File: src/rtl/uart_alu_pkg.sv
// Shared definitions for the ALU-to-UART result path.
// Holds the framer FSM state encoding, the default frame header byte and
// the helper that turns a result width into its byte count.
package uart_alu_pkg;

  typedef enum logic [1:0] {
    StIdle,
    StStart,
    StWait,
    StDone
  } tx_state_e;

  localparam logic [7:0] DefaultHeader = 8'hA5;

  // Number of whole bytes carried by a result of nb_result bits.
  function automatic int unsigned result_bytes(input int unsigned nb_result);
    return nb_result / 8;
  endfunction

endpackage

File: src/rtl/result_tx_framer.sv
// Frames ALU results for a byte-wide UART transmitter.
// Frame: HEADER, result bytes LSB first, then XOR checksum of all prior bytes.
// Ports:
//   i_clk, i_reset      - clock, synchronous active-high reset
//   i_result[_valid]    - result word and its one-cycle valid pulse
//   i_tx_done           - transmitter finished the current byte
//   o_tx_start/o_tx_data- one-cycle transmit request and the byte to send
//   o_busy              - not idle
//   o_frame_done        - one-cycle pulse after the checksum byte completes
//   o_overflow          - sticky: a result arrived with the pending slot full
module result_tx_framer
  import uart_alu_pkg::*;
#(
  parameter int unsigned NB_RESULT = 16,
  parameter logic [7:0]  HEADER    = DefaultHeader
) (
  input  logic                 i_clk,
  input  logic                 i_reset,
  input  logic [NB_RESULT-1:0] i_result,
  input  logic                 i_result_valid,
  input  logic                 i_tx_done,
  output logic                 o_tx_start,
  output logic [7:0]           o_tx_data,
  output logic                 o_busy,
  output logic                 o_frame_done,
  output logic                 o_overflow
);

  localparam int unsigned NBytes  = result_bytes(NB_RESULT);
  // Index 0 is the header, 1..NBytes the result bytes, NBytes+1 the checksum.
  localparam logic [2:0]  LastIdx = 3'(NBytes + 1);

  tx_state_e              state_q, state_d;
  logic [2:0]             idx_q, idx_d;
  logic [NB_RESULT-1:0]   active_q, active_d;
  logic [NB_RESULT-1:0]   pend_q, pend_d;
  logic                   pend_full_q, pend_full_d;
  logic                   overflow_q, overflow_d;
  logic [7:0]             checksum;
  logic [7:0]             byte_sel;

  always_ff @(posedge i_clk) begin
    if (i_reset) begin
      state_q     <= StIdle;
      idx_q       <= 3'd0;
      active_q    <= '0;
      pend_q      <= '0;
      pend_full_q <= 1'b0;
      overflow_q  <= 1'b0;
    end else begin
      state_q     <= state_d;
      idx_q       <= idx_d;
      active_q    <= active_d;
      pend_q      <= pend_d;
      pend_full_q <= pend_full_d;
      overflow_q  <= overflow_d;
    end
  end

  // Byte selection works only from the captured word, so the transmitted
  // data and checksum cannot follow a changing i_result.
  always_comb begin
    checksum = HEADER;
    for (int i = 0; i < NBytes; i++) begin
      checksum = checksum ^ active_q[8*i +: 8];
    end
    byte_sel = HEADER;
    for (int i = 0; i < NBytes; i++) begin
      if (idx_q == 3'(i + 1)) byte_sel = active_q[8*i +: 8];
    end
    if (idx_q == LastIdx) byte_sel = checksum;
  end

  always_comb begin
    state_d     = state_q;
    idx_d       = idx_q;
    active_d    = active_q;
    pend_d      = pend_q;
    pend_full_d = pend_full_q;
    overflow_d  = overflow_q;

    unique case (state_q)
      StIdle: begin
        if (i_result_valid) begin
          active_d = i_result;
          idx_d    = 3'd0;
          state_d  = StStart;
        end
      end
      StStart: state_d = StWait;
      StWait: begin
        if (i_tx_done) begin
          if (idx_q == LastIdx) begin
            state_d = StDone;
          end else begin
            idx_d   = idx_q + 3'd1;
            state_d = StStart;
          end
        end
      end
      StDone: begin
        idx_d = 3'd0;
        if (pend_full_q) begin
          active_d    = pend_q;
          pend_full_d = 1'b0;
          state_d     = StStart;
        end else if (i_result_valid) begin
          // Empty slot in DONE: the new result goes straight to the active
          // register, equivalent to buffering it and draining it next cycle.
          active_d = i_result;
          state_d  = StStart;
        end else begin
          state_d = StIdle;
        end
      end
      default: state_d = StIdle;
    endcase

    if (state_q != StIdle && i_result_valid) begin
      if (pend_full_q) begin
        overflow_d = 1'b1;
      end else if (state_q != StDone) begin
        pend_d      = i_result;
        pend_full_d = 1'b1;
      end
    end
  end

  assign o_tx_start   = (state_q == StStart);
  assign o_tx_data    = (state_q == StIdle) ? 8'h00 : byte_sel;
  assign o_busy       = (state_q != StIdle);
  assign o_frame_done = (state_q == StDone);
  assign o_overflow   = overflow_q;

endmodule

File: config.mk
export PLATFORM = sky130hd
export DESIGN_NAME = result_tx_framer
export DESIGN_NICKNAME = d
export VERILOG_FILES = /design/src/rtl/uart_alu_pkg.sv /design/src/rtl/result_tx_framer.sv
export SDC_FILE = /design/constraint.sdc
export NUM_CORES = 1
export LEC_CHECK = 0
export ABC_AREA = 1
export CAP_MARGIN = 40
export CORE_MARGIN = 1.5
export CORE_UTILIZATION = 58
export CTS_CLUSTER_SIZE = 30
export DETAILED_ROUTE_END_ITERATION = 8
export GPL_ROUTABILITY_DRIVEN = 1
export PLACE_DENSITY = 0.84
export SYNTH_ARGS = -nofsm -noshare
export SYNTH_HDL_FRONTEND = slang
export SYNTH_SLANG_ARGS = --single-unit
File: constraint.sdc
create_clock -name i_clk -period 2.1 [get_ports i_clk]
set_input_delay 0.21 -clock i_clk [delete_from_list [all_inputs] [get_ports i_clk]]
set_output_delay 0.21 -clock i_clk [all_outputs]
set_load 0.005 [all_outputs]
==> qor.csv <==
metric,value,unit
core area,0.00369,mm2
Top Usage Layer GRT,met2,
Slew headroom,0.590,
placed cell count,421,
Starting Density,0.612,
most numerous cell in the Yosys netlist,nand2_1,
Post-Syn Area,0.00226,mm2
GR Util met1,0.342,
pre-CTS setup slack,0.0806,ns
clk buf depth,2,
# DRC,0,
ys flop type,dfxtp_1,
gr usage total,0.283,
Post-DRT Antenna Nets,0,
area delta synth->final,26.1,%
Comb power frac,0.347,
Final Hold Viols,0,
total CTS buffers,5,
total power,2.60,mW
latest clock arrival within the worst-skew pair,0.29,ns
DP Wirelength,3.41,mm
CP required,1.89,ns
max-cap viol count,0,
cells after synthesis,347,
yosys warns,0,
commonest cells in the synthesized netlist,"102 x nand2_1, 54 x nor2_1, 40 x a21oi_1",
Max Clock Freq,0.496,GHz
"flops & latches, synth",39,
clock share of power,0.284,
largest net degree at the start of global routing,27,
vias in the first global route,2155,
clock tree from TritonCTS,done,
Setup-failing EPs final,0,
CTS Root Cell,clkbuf_8,
M2 GR Usage,0.496,
Post-Route WL,5.50,mm
Startpoint Class,flop,
ranking of synthesized cells by area,"dfxtp_1 35%, nand2_1 17%, nor2_1 9.0%",
Seq pwr share,0.369,
fin crit period,2.02,ns
Util after Layout,0.771,
die area,0.00428,mm2
nature of the critical path endpoint,output pin,
Setup CP Type,flop to output pin,
P_leak,1.38,nW
I/O pins,32,
"Clk pin slew, worst setup/hold paths",0.07,ns
die height,65.4,um
Core Rows,22,
Pint,1.72,mW
net count after synthesis,377,
met3 global-route usage,0.0514,
Post-synth EDFFs,0,
Die Wd,65.4,um
worst setup margin,0.0847,ns
fraction of layout cells with a size suffix above 1,0.108,
Port-buffer cells,31,
Least-Margin Pin Slew,0.615,ns
"area leader, netlist",dfxtp_1,
crit path DAT,1.81,ns
Placed Area,0.00260,mm2
Avg Vias per Cell,5.29,
global-route wire length before repair,9.40,mm
sw frac,0.339,
Clock Sinks,39,
period utilisation layout,0.960,
fin area,0.00285,mm2
via total after detailed routing,2310,
final net count,418,
number of inserted diodes,0,
fillcell total,283,
"Seq/Total Area, Yosys",0.346,
worst hold path class,flop to flop,
Peak VDD IR,0.585,mV
Final Max Tran Viols,0,
H-tree Lvls,2,
Sw Pwr,0.881,mW
Setup Skew,0.00626,ns
Final Non-Filler Cells,437,
wire length per cell,12.6,um
Initial DRC Count,141,
average cell area after synthesis,6.50,um2
drt pass-1 iters,7,
status,finished clean,
routability cong.,0.802,
total power divided by cell area,915,mW/mm2
CTS hold repair buffers,0,
Cell variety after synth,21,
"Max FO, Critical Path",4,
post-synth top area share,0.346,
GR Overflow Total,0,
Post-synth ARST share,0,
antenna violations before repair,0,
worst paths after layout:
kind         depth (start not counted)       start           end  slack [ns]
min                                  2  pend_q[13]    pend_q[13]        0.46
min reg2reg                          2  pend_q[13]    pend_q[13]        0.46
max                                  7    idx_q[0]  o_tx_data[2]        0.08
max reg2reg                          7  state_q[0]     pend_q[6]        0.52
worst max-delay path: stages (launching register included):
cell and delay, ns:
dfxtp_2 0.36, ha_2 0.20, ha_4 0.17, clkinvlp_4 0.12, buf_4 0.15, buf_4 0.13, a21oi_2 0.15, dlygate4sd2_1 0.25
kinds of logic after synthesis:
kind of cell | Yosys count | share of synthesized area
AOI/OAI and AO/OA | 67 | 0.149
xor gates and xnor gates | 8 | 0.0310
adders and majority gates | 10 | 0.0554
buffers and inverters | 44 | 0.0953
DFF | 39 | 0.346
and+or+nand+nor | 179 | 0.324
layout make-up:
type / instances / area, um2 / share of cell area
well taps: 48 / 60.1 / 0.0211
repair inverters: 1 / 7.51 / 0.00264
clock inverters: 2 / 60.1 / 0.0211
repair buffers: 47 / 435 / 0.153
multi-input cells: 264 / 1300 / 0.457
flip-flops and latches: 39 / 785 / 0.276
clock buffers: 6 / 72.6 / 0.0255
inverters: 30 / 125 / 0.0440
repair_timing:
item	4_1_cts	5_1_grt
cloned	1	0
pin swaps	1	1
gates resized for setup	18	6
setup endpoints to repair	8	4
buffers inserted	2	5
placed cells by master (no fill, tap or decap), types with 2 or more instances in the layout:
cell	count
nor2_1	53
nand2_1	102
inv_1	24
ha_1	8
clkdlybuf4s50_1	23
inv_2	2
inv_4	2
dlygate4sd2_1	4
xor2_1	8
dfxtp_2	3
clkbuf_8	5
buf_4	16
o21ai_1	14
a21oi_1	39
dlymetal6s2s_1	4
o21ai_0	13
dfxtp_1	36
nand3_1	17
nor2_4	2
bufinv_16	2
nand2_2	2
flip-flops by register name (all words and copies together) (netlist names):
name and cells:
pend_full_q 1, state_q 2, o_overflow 1, active_q 16
pend_q 16, idx_q 3
power by group through the flow:
stage | Clock (mW) | Combinational [mW] | Sequential (mW)
2_1_floorplan | 0 | 0.590 | 0.953
3_5_place_dp | 0 | 0.855 | 0.968
5_1_grt | 0.782 | 1.03 | 0.975
4_1_cts | 0.747 | 0.862 | 0.956
6_report | 0.740 | 0.903 | 0.960
3_3_place_gp | 0 | 0.843 | 0.963
per-layer routing:
metal | share of wire | wire (um)
met1 | 0.44 | 2420
met2 | 0.50 | 2730
met3 | 0.052 | 284
met4 | 0.011 | 63
met5 | 0 | 0
per-stage QoR:
stage                     setup TNS [ns]  hold WS, ns
after CTS                              0        0.462
after global placement                 0        0.442
after global routing             -0.0118        0.490
after detailed placement               0        0.448
final                                  0        0.462
after floorplan                        0        0.356
(Power assumes the default switching activity.)
